$ cat config.mk
export PLATFORM = sky130hd
export DESIGN_NAME = if_stage
export DESIGN_NICKNAME = d
export VERILOG_FILES = /design/src/rtl/if_stage.sv
export SDC_FILE = /design/constraint.sdc
export NUM_CORES = 1
export LEC_CHECK = 0
export ABC_AREA = 1
export CORE_ASPECT_RATIO = 1.4
export CORE_MARGIN = 2
export CORE_UTILIZATION = 45
export CTS_CLUSTER_SIZE = 20
export DETAILED_ROUTE_END_ITERATION = 8
export PLACE_DENSITY = 0.84
export SYNTH_ARGS = -nofsm -noshare
export SYNTH_HDL_FRONTEND = slang
export SYNTH_SLANG_ARGS = --single-unit
$ cat constraint.sdc
create_clock -name clk -period 3.5 [get_ports clk]
set_clock_uncertainty 0.05 [all_clocks]
set_input_delay 0.7 -clock clk [delete_from_list [all_inputs] [get_ports clk]]
set_output_delay 0.7 -clock clk [all_outputs]
set_load 0.005 [all_outputs]
$ cat src/rtl/if_stage.sv
// Instruction-fetch stage with IF/ID pipeline register for the pipelined MIPS CPU.
// Selects the next PC from EX branches, ID redirects or sequential fetch and qualifies irq.
module if_stage #(
    parameter logic [31:0] RESET_VEC = 32'h80000000,
    parameter logic [31:0] ILLOP_VEC = 32'h80000004,
    parameter logic [31:0] XADR_VEC  = 32'h80000008,
    parameter logic [31:0] NOP_WORD  = 32'h00000000
) (
    input  logic        clk,
    input  logic        reset,
    output logic [31:0] imem_addr,
    input  logic [31:0] imem_data,
    input  logic        stall,
    input  logic [2:0]  id_pcsrc,
    input  logic [25:0] jt,
    input  logic [31:0] jr_target,
    input  logic        ex_branch_taken,
    input  logic [31:0] ex_branch_target,
    input  logic        irq,
    output logic [31:0] instr_id,
    output logic [31:0] pcplus_id,
    output logic        valid_id,
    output logic        irq_id,
    output logic        flush_idex
);

    logic [31:0] pc;
    logic [31:0] pcplus_if;
    logic [31:0] id_target;
    logic        id_redirect;

    // Kernel bit is sticky across sequential fetch; the carry never reaches bit 31.
    assign pcplus_if = {pc[31], pc[30:0] + 31'd4};
    assign imem_addr = pc;

    always_comb begin
        id_redirect = 1'b0;
        id_target   = pcplus_if;
        if (valid_id) begin
            case (id_pcsrc)
                3'b010: begin
                    id_redirect = 1'b1;
                    id_target   = {pcplus_id[31:28], jt, 2'b00};
                end
                3'b011: begin
                    // User code may not reach kernel space through a register jump.
                    id_redirect = 1'b1;
                    id_target   = {jr_target[31] & pcplus_id[31], jr_target[30:0]};
                end
                3'b100: begin
                    id_redirect = 1'b1;
                    id_target   = ILLOP_VEC;
                end
                3'b101: begin
                    id_redirect = 1'b1;
                    id_target   = XADR_VEC;
                end
                default: begin
                    id_redirect = 1'b0;
                    id_target   = pcplus_if;
                end
            endcase
        end
    end

    assign flush_idex = ~reset & (ex_branch_taken | stall);
    assign irq_id     = ~reset & irq & valid_id & ~pcplus_id[31] & ~ex_branch_taken;

    // PC and IF/ID update: reset > EX branch > stall > ID redirect > sequential.
    always_ff @(posedge clk) begin
        if (reset) begin
            pc        <= RESET_VEC;
            instr_id  <= NOP_WORD;
            pcplus_id <= RESET_VEC;
            valid_id  <= 1'b0;
        end else if (ex_branch_taken) begin
            pc        <= ex_branch_target;
            instr_id  <= NOP_WORD;
            pcplus_id <= pcplus_if;
            valid_id  <= 1'b0;
        end else if (!stall) begin
            if (id_redirect) begin
                pc        <= id_target;
                instr_id  <= NOP_WORD;
                pcplus_id <= pcplus_if;
                valid_id  <= 1'b0;
            end else begin
                pc        <= pcplus_if;
                instr_id  <= imem_data;
                pcplus_id <= pcplus_if;
                valid_id  <= 1'b1;
            end
        end
    end

endmodule

==> results of run 1 <==
==> worst max-delay path by stage <==
stage | slack (ns) | cells after the start | start | endpoint
finish | 0.58 | 5 | ex_branch_taken | irq_id
global route | 0.48 | 5 | ex_branch_taken | irq_id
CTS | 0.53 | 5 | ex_branch_taken | irq_id
detailed placement | 0.53 | 5 | ex_branch_taken | irq_id
global placement | 0.54 | 5 | ex_branch_taken | irq_id
floorplan | 1.49 | 3 | reset | flush_idex
==> where the power goes <==
| group | internal [mW] | total, mW | switching (mW) |
|---|---|---|---|
| logic | 0.316 | 0.572 | 0.257 |
| clock network | 0.652 | 1.11 | 0.458 |
| registers | 1.16 | 1.22 | 0.0616 |
| total | 2.13 | 2.91 | 0.777 |
==> cell usage after synthesis <==
master | instances | share of area (%)
a22o_1 | 2 | 0.32
nand2_4 | 1 | 0.21
buf_2 | 15 | 1.4
ha_1 | 1 | 0.23
nand3_2 | 4 | 0.74
xnor2_1 | 1 | 0.16
o211ai_1 | 26 | 3.6
nand3_4 | 1 | 0.32
o221ai_1 | 1 | 0.16
nand2_2 | 5 | 0.58
buf_6 | 3 | 0.62
clkbuf_1 | 25 | 1.7
inv_2 | 5 | 0.35
dfxtp_1 | 97 | 36
o21bai_1 | 1 | 0.14
clkinv_1 | 1 | 0.069
inv_1 | 110 | 7.6
a31oi_1 | 2 | 0.23
xor2_1 | 5 | 0.81
a21oi_1 | 103 | 9.5
nand2_1 | 184 | 13
buf_4 | 7 | 0.97
nor2_2 | 4 | 0.46
nor4_1 | 2 | 0.23
o2111ai_1 | 1 | 0.16
nand3_1 | 93 | 8.6
o21ai_1 | 2 | 0.18
nand4_1 | 10 | 1.2
nor3_1 | 1 | 0.092
nor2_1 | 77 | 5.3
nor2_4 | 4 | 0.83
o21ai_0 | 49 | 4.5
==> state kept, by name, summed over array words and instances, names as in the netlist <==
| register | cells |
|---|---|
| valid_id | 1 |
| imem_addr | 32 |
| pcplus_id | 32 |
| instr_id | 32 |
==> routing by layer <==
layer / share of wire [%] / vias to the layer above / GRT usage [%]
li1: - / 3144 / -
met1: 35 / 2872 / 32.37
met2: 50 / 340 / 53.55
met3: 8.3 / 70 / 6.983
met4: 6.1 / 0 / 18.54
met5: 0 / - / 0
==> critical path, stage by stage <==
cell	delay [ns]
clkdlybuf4s50_1	0.52
nor2_1	0.18
inv_1	0.08
nor3_1	0.15
clkdlybuf4s50_1	0.53
==> area by class of cell <==
class | instances | area, µm² | share of cell area (%)
Clock buffer | 11 | 242.7 | 3.007
Clock inverter | 5 | 85.08 | 1.054
Inverter | 116 | 435.4 | 5.394
Multi-Input combinational cell | 580 | 2784 | 34.49
Sequential cell | 97 | 1942 | 24.05
Tap cell | 147 | 183.9 | 2.278
Timing Repair Buffer | 242 | 2400 | 29.73
==> cell families (layout without fill, tap and decap cells) <==
kind of cell | count (synthesis) | in the layout | share of synthesized area [%]
AOI/OAI and AO/OA | 187 | 187 | 18.86
buffers and inverters | 166 | 374 | 12.76
adders and majority gates | 1 | 1 | 0.2311
xor gates and xnor gates | 6 | 6 | 0.9706
DFF | 97 | 97 | 35.87
and+or+nand+nor | 386 | 386 | 31.31
==> cell usage in the layout (no fill, tap or decap), types with 2 or more instances in the layout <==
master | Yosys | final
clkbuf_16 | 0 | 9
dfxtp_1 | 97 | 97
clkdlybuf4s50_1 | 0 | 228
buf_4 | 7 | 13
a22o_1 | 2 | 2
nand2_2 | 5 | 6
inv_1 | 110 | 110
a21oi_1 | 103 | 103
nand4_1 | 10 | 10
inv_6 | 0 | 2
inv_2 | 5 | 5
nand2_1 | 184 | 183
nor4_1 | 2 | 2
a31oi_1 | 2 | 2
o21ai_0 | 49 | 49
o21ai_1 | 2 | 2
nor2_1 | 77 | 77
xor2_1 | 5 | 5
nor2_2 | 4 | 4
nand3_2 | 4 | 4
bufinv_16 | 0 | 2
o211ai_1 | 26 | 26
nor2_4 | 4 | 4
nand3_1 | 93 | 93
==> per-stage QoR <==
stage / area (µm²) / hold WS [ns] / util (%) / power [mW] / std cells
finish: 8073 / 0.4133 / 68.64 / 2.908 / 1198
global route: 8073 / 0.4274 / 68.64 / 3.010 / 1198
CTS: 8073 / 0.4153 / 68.64 / 2.909 / 1198
detailed placement: 7745 / 0.4025 / 65.85 / 1.816 / 1182
global placement: 7745 / 0.3967 / 65.85 / 1.808 / 1182
floorplan: 5414 / 0.4008 / - / 1.471 / 843
==> impl_metrics.csv, run 1 <==
group,metric,value,unit
pwr,peakVddDrop,0.2820,mV
timing,slew_violations,0,
synthesis,synthesis.nets,974,
hold_path,worstHoldPathCells,2,
synthesis,ys_seq_area_share,35.87,%
die,core,11760,µm²
timing,setup_ws,0.5763,ns
place,pre_cts_ws,0.5261,ns
worst_setup_path,critical_path_class,"input pin to output port",
worst_setup_path,r2r_start,"imem_addr[2]",
clocking,cts_hold_buf,0,
timing,tightest_slew,0.4091,ns
cells_and_area,n_fill_cell,1045,
pwr,total_leakage_power,3.359,nW
cells_and_area,layout-drive-gt1-share,5.138,%
pwr,power.density,360.2,nW/µm²
clocking,cts-root-buf,"clkbuf_16",
cells_and_area,nets,1177,
cells_and_area,antenna_cells,0,
timing,fmax,342.0,MHz
clocking,clk_pin_slew,0.07,ns
routing,antenna_left,0,
worst_setup_path,cp.arrival,2.17,ns
cells_and_area,syn_to_final_growth,49.11,%
clocking,cts_made_buffers,9,
grt,grt_pass1_wl,31130,µm
die,rows,47,
synthesis,ys_seq_elements,97,
routing,wl_per_cell,16.74,µm
outcome,outcome,"finished, final reports clean",
synthesis,ys_warn_count,0,
timing,fin_crit_sh,83.54,%
synthesis,synth_area,5414,µm²
grt,grt.total_usage,30.19,%
routing,detail_route.first_pass.iterations,5,
synthesis,synthCells,843,
worst_setup_path,r2r_slack,1.30,ns
synthesis,synth_cell_types,32,
hold_path,hp-class,"flip-flop to flip-flop",
clocking,clk_latency,0.35,ns
worst_setup_path,end_kind,"output port",
timing,worst_slew_margin_rel,72.72,%
die,num_io_pins,229,
synthesis,syn_avg_cell_area,6.422,µm²
routing,drc,0,
hold_path,holdPathEnd,"instr_id[15]",
clocking,cts.sinks,97,
clocking,postCtsSetupRepairBufs,0,
grt,grt_max_degree,46,
hold_path,hp-start,"instr_id[15]",
grt,antenna_found_initial,0,
clocking,cts_resized,0,
worst_setup_path,path_max_fanout,3,
place,place_congestion,0.9716,
die,die_h,133.8,µm
flow_run,maxCapViolCount,0,
place,io_buffers,228,
worst_setup_path,worst_setup_path_start_kind,"input pin",
timing,setup_viol,0,
clocking,cts_tree,"yes",
worst_setup_path,ff2ff_path_depth,8,
die,die_x,96.70,µm
clocking,clock_path_buffers,2,
clocking,cts_max_level,3,
worst_setup_path,rr_endpoint,"imem_addr[12]",
die,design.die.area,12940,µm²
timing,rsz0062_at_grt,"false",
routing,vias_per_cell,5.364,
grt,grt_pass1_vias,6135,
timing,finalSetupTns,0,ns
routing,num_vias,6426,
routing,drt_iter0_markers,409,
timing,period_minus_slack,2.924,ns
routing,wl,20050,µm
timing,hold_viol,0,
worst_setup_path,required,2.75,ns
grt,gr-total-overflow,0,
place,dp_hpwl,15220,µm
die,start_util,46.03,%
Power figures use the tool's default switching activity.
==> run 2: changes to the inputs <==
--- a/config.mk
+++ b/config.mk
@@ -8,10 +8,10 @@
 export ABC_AREA = 1
 export CORE_ASPECT_RATIO = 1.4
 export CORE_MARGIN = 2
-export CORE_UTILIZATION = 45
+export CORE_UTILIZATION = 43
 export CTS_CLUSTER_SIZE = 20
 export DETAILED_ROUTE_END_ITERATION = 8
-export PLACE_DENSITY = 0.84
+export PLACE_DENSITY = 0.81
 export SYNTH_ARGS = -nofsm -noshare
 export SYNTH_HDL_FRONTEND = slang
 export SYNTH_SLANG_ARGS = --single-unit
==> constraint.sdc (replaced) <==
create_clock -name clk -period 2.7 [get_ports clk]
set_clock_uncertainty 0.05 [all_clocks]
set_input_delay 0.54 -clock clk [delete_from_list [all_inputs] [get_ports clk]]
set_output_delay 0.54 -clock clk [all_outputs]
set_load 0.005 [all_outputs]
==> run 2 against run 1 <==
Flip-flop and latch count did not move. Worst setup slack lost 0.46 ns. Worst hold slack worse by 0.010 ns. Non-clock buffer count is 2 higher. Sequential share of layout area decreased by 0.052 points. Global-route usage decreased by 1.9 points. Clock power is 15% higher. Utilization fell by 2.9 points. Wire length decreased by 2.4%. Design area up 0.22%. Cell count up 0.25%. Die area grew 4.5%.
==> impl_metrics.csv, run 2 (same netlist as run 1, synthesis figures left out) <==
group,metric,value,unit
clocking,postCtsSetupRepairBufs,0,
routing,drt_iter0_markers,308,
worst_setup_path,cp.depth,5,
clocking,cts_max_level,3,
cells_and_area,nets,1179,
timing,setup_ws,0.1205,ns
timing,rsz0062_at_grt,"false",
die,core,12310,µm²
die,num_io_pins,229,
routing,drc,0,
cells_and_area,layout_commonest_cell,"clkdlybuf4s50_1",
cells_and_area,layout-drive-gt1-share,5.233,%
flow_run,maxCapViolCount,0,
place,io_buffers,228,
pwr,peakVddDrop,0.3766,mV
die,design.die.area,13520,µm²
worst_setup_path,cp.arrival,1.99,ns
grt,antenna_found_initial,0,
place,place_congestion,0.9837,
cells_and_area,layout_common_cells,"228 x clkdlybuf4s50_1, 183 x nand2_1, 110 x inv_1",
worst_setup_path,worst_setup_path_start_kind,"input pin",
timing,period_minus_slack,2.579,ns
routing,antenna_left,0,
clocking,clock_path_buffers,2,
timing,hold_viol,0,
worst_setup_path,crit_family,"buffers and inverters",
worst_setup_path,path_max_fanout,3,
clocking,cts.sinks,97,
worst_setup_path,cp_slowest_cell,"clkdlybuf4s50_1",
die,die_h,136.8,µm
routing,num_vias,6320,
worst_setup_path,cp_slowest_stage_delay,0.53,ns
hold_path,hp-start,"instr_id[0]",
worst_setup_path,ff2ff_path_depth,10,
worst_setup_path,crit_path_cell_trace,"clkdlybuf4s50_1 -> nor2_1 -> inv_1 -> nor3_1 -> clkdlybuf4s50_1",
worst_setup_path,end_kind,"output port",
cells_and_area,n_fill_cell,1140,
routing,detail_route.first_pass.iterations,7,
hold_path,hp-class,"flip-flop to flip-flop",
clocking,cts_made_buffers,9,
grt,grt_max_degree,53,
place,dp_hpwl,15000,µm
cells_and_area,syn_to_final_growth,49.43,%
timing,tightest_slew,0.4084,ns
timing,setup_viol,0,
worst_setup_path,path_buf_inv,3,
routing,wl_per_cell,16.30,µm
worst_setup_path,r2r_slack,0.81,ns
timing,fin_crit_sh,95.54,%
grt,grt_pass1_wl,30100,µm
worst_setup_path,rr_endpoint,"imem_addr[30]",
die,rows,48,
cells_and_area,antenna_cells,0,
timing,worst_slew_margin_rel,72.48,%
worst_setup_path,critical_path_class,"input pin to output port",
worst_setup_path,r2r_start,"imem_addr[3]",
clocking,clk_pin_slew,0.06,ns
clocking,cts-root-buf,"clkbuf_16",
hold_path,worstHoldPathCells,2,
clocking,cts_hold_buf,0,
timing,slew_violations,0,
outcome,outcome,"finished, final reports clean",
routing,wl,19570,µm
hold_path,holdPathEnd,"instr_id[0]",
grt,grt_pass1_vias,5989,
pwr,power.density,447.8,nW/µm²
timing,finalSetupTns,0,ns
timing,fmax,387.7,MHz
die,start_util,43.97,%
die,die_x,98.83,µm
clocking,clk_latency,0.35,ns
clocking,cts_tree,"yes",
routing,vias_per_cell,5.262,
worst_setup_path,required,2.11,ns
worst_setup_path,path_common_cell,"clkdlybuf4s50_1",
place,pre_cts_ws,0.1178,ns
grt,grt.total_usage,28.28,%
grt,gr-total-overflow,0,
clocking,cts_resized,0,
pwr,total_leakage_power,3.367,nW
run 2: worst max path at each step:
stage / start / end / slack [ns]
finish: ex_branch_taken / irq_id / 0.12
global route: ex_branch_taken / irq_id / 0.02
CTS: ex_branch_taken / irq_id / 0.11
detailed placement: id_pcsrc[1] / imem_addr[6] / 0.12
global placement: ex_branch_taken / irq_id / 0.13
floorplan: reset / flush_idex / 1.01
run 2: worst min-delay path: stages (launching register included):
cell	delay, ns
dfxtp_1	0.31
nand2_1	0.05
a21oi_1	0.05
run 2: through the flow:
step	total power, mW	instances	hold slack [ns]	instance area (µm²)	utilization (%)
after floorplan	1.907	843	0.4008	5414	-
after detailed placement	2.366	1187	0.3985	7801	63.36
final	3.623	1201	0.4031	8090	65.71
after CTS	3.636	1201	0.4061	8090	65.71
after global routing	3.779	1201	0.4307	8090	65.71
after global placement	2.358	1187	0.3908	7801	63.36
run 2: power by group:
part / internal [mW] / leakage (nW) / total (mW) / switching, mW
Sequential: 1.51 / 0.797 / 1.59 / 0.0767
Clock: 0.718 / 0.139 / 1.28 / 0.567
Combinational: 0.417 / 2.43 / 0.753 / 0.336
run 2: final cells by class:
| cell class | count | area (µm²) | area share [%] |
|---|---|---|---|
| flip-flops and latches | 97 | 1942 | 24.00 |
| repair buffers | 244 | 2452 | 30.31 |
| clock inverters | 5 | 63.81 | 0.7887 |
| inverters | 116 | 435.4 | 5.382 |
| multi-input cells | 580 | 2784 | 34.41 |
| clock buffers | 9 | 225.2 | 2.784 |
| well taps | 150 | 187.7 | 2.320 |
run 2: metal layers:
metal	wire length, µm	vias to the layer above	part of all wire (%)	GRT usage (%)
met5	0	-	0	0
met1	6667	2810	34	29.58
met4	896	0	4.6	12.79
met2	10170	314	52	51.91
li1	-	3149	-	-
met3	1844	47	9.4	8.172
==> run 3: changes to the inputs <==
--- a/config.mk
+++ b/config.mk
@@ -12,6 +12,7 @@
 export CTS_CLUSTER_SIZE = 20
 export DETAILED_ROUTE_END_ITERATION = 8
 export PLACE_DENSITY = 0.81
+export SLEW_MARGIN = 20
 export SYNTH_ARGS = -nofsm -noshare
 export SYNTH_HDL_FRONTEND = slang
 export SYNTH_SLANG_ARGS = --single-unit
==> results of run 3 <==
Final layout, timing and power as in run 2 (identical DEF).
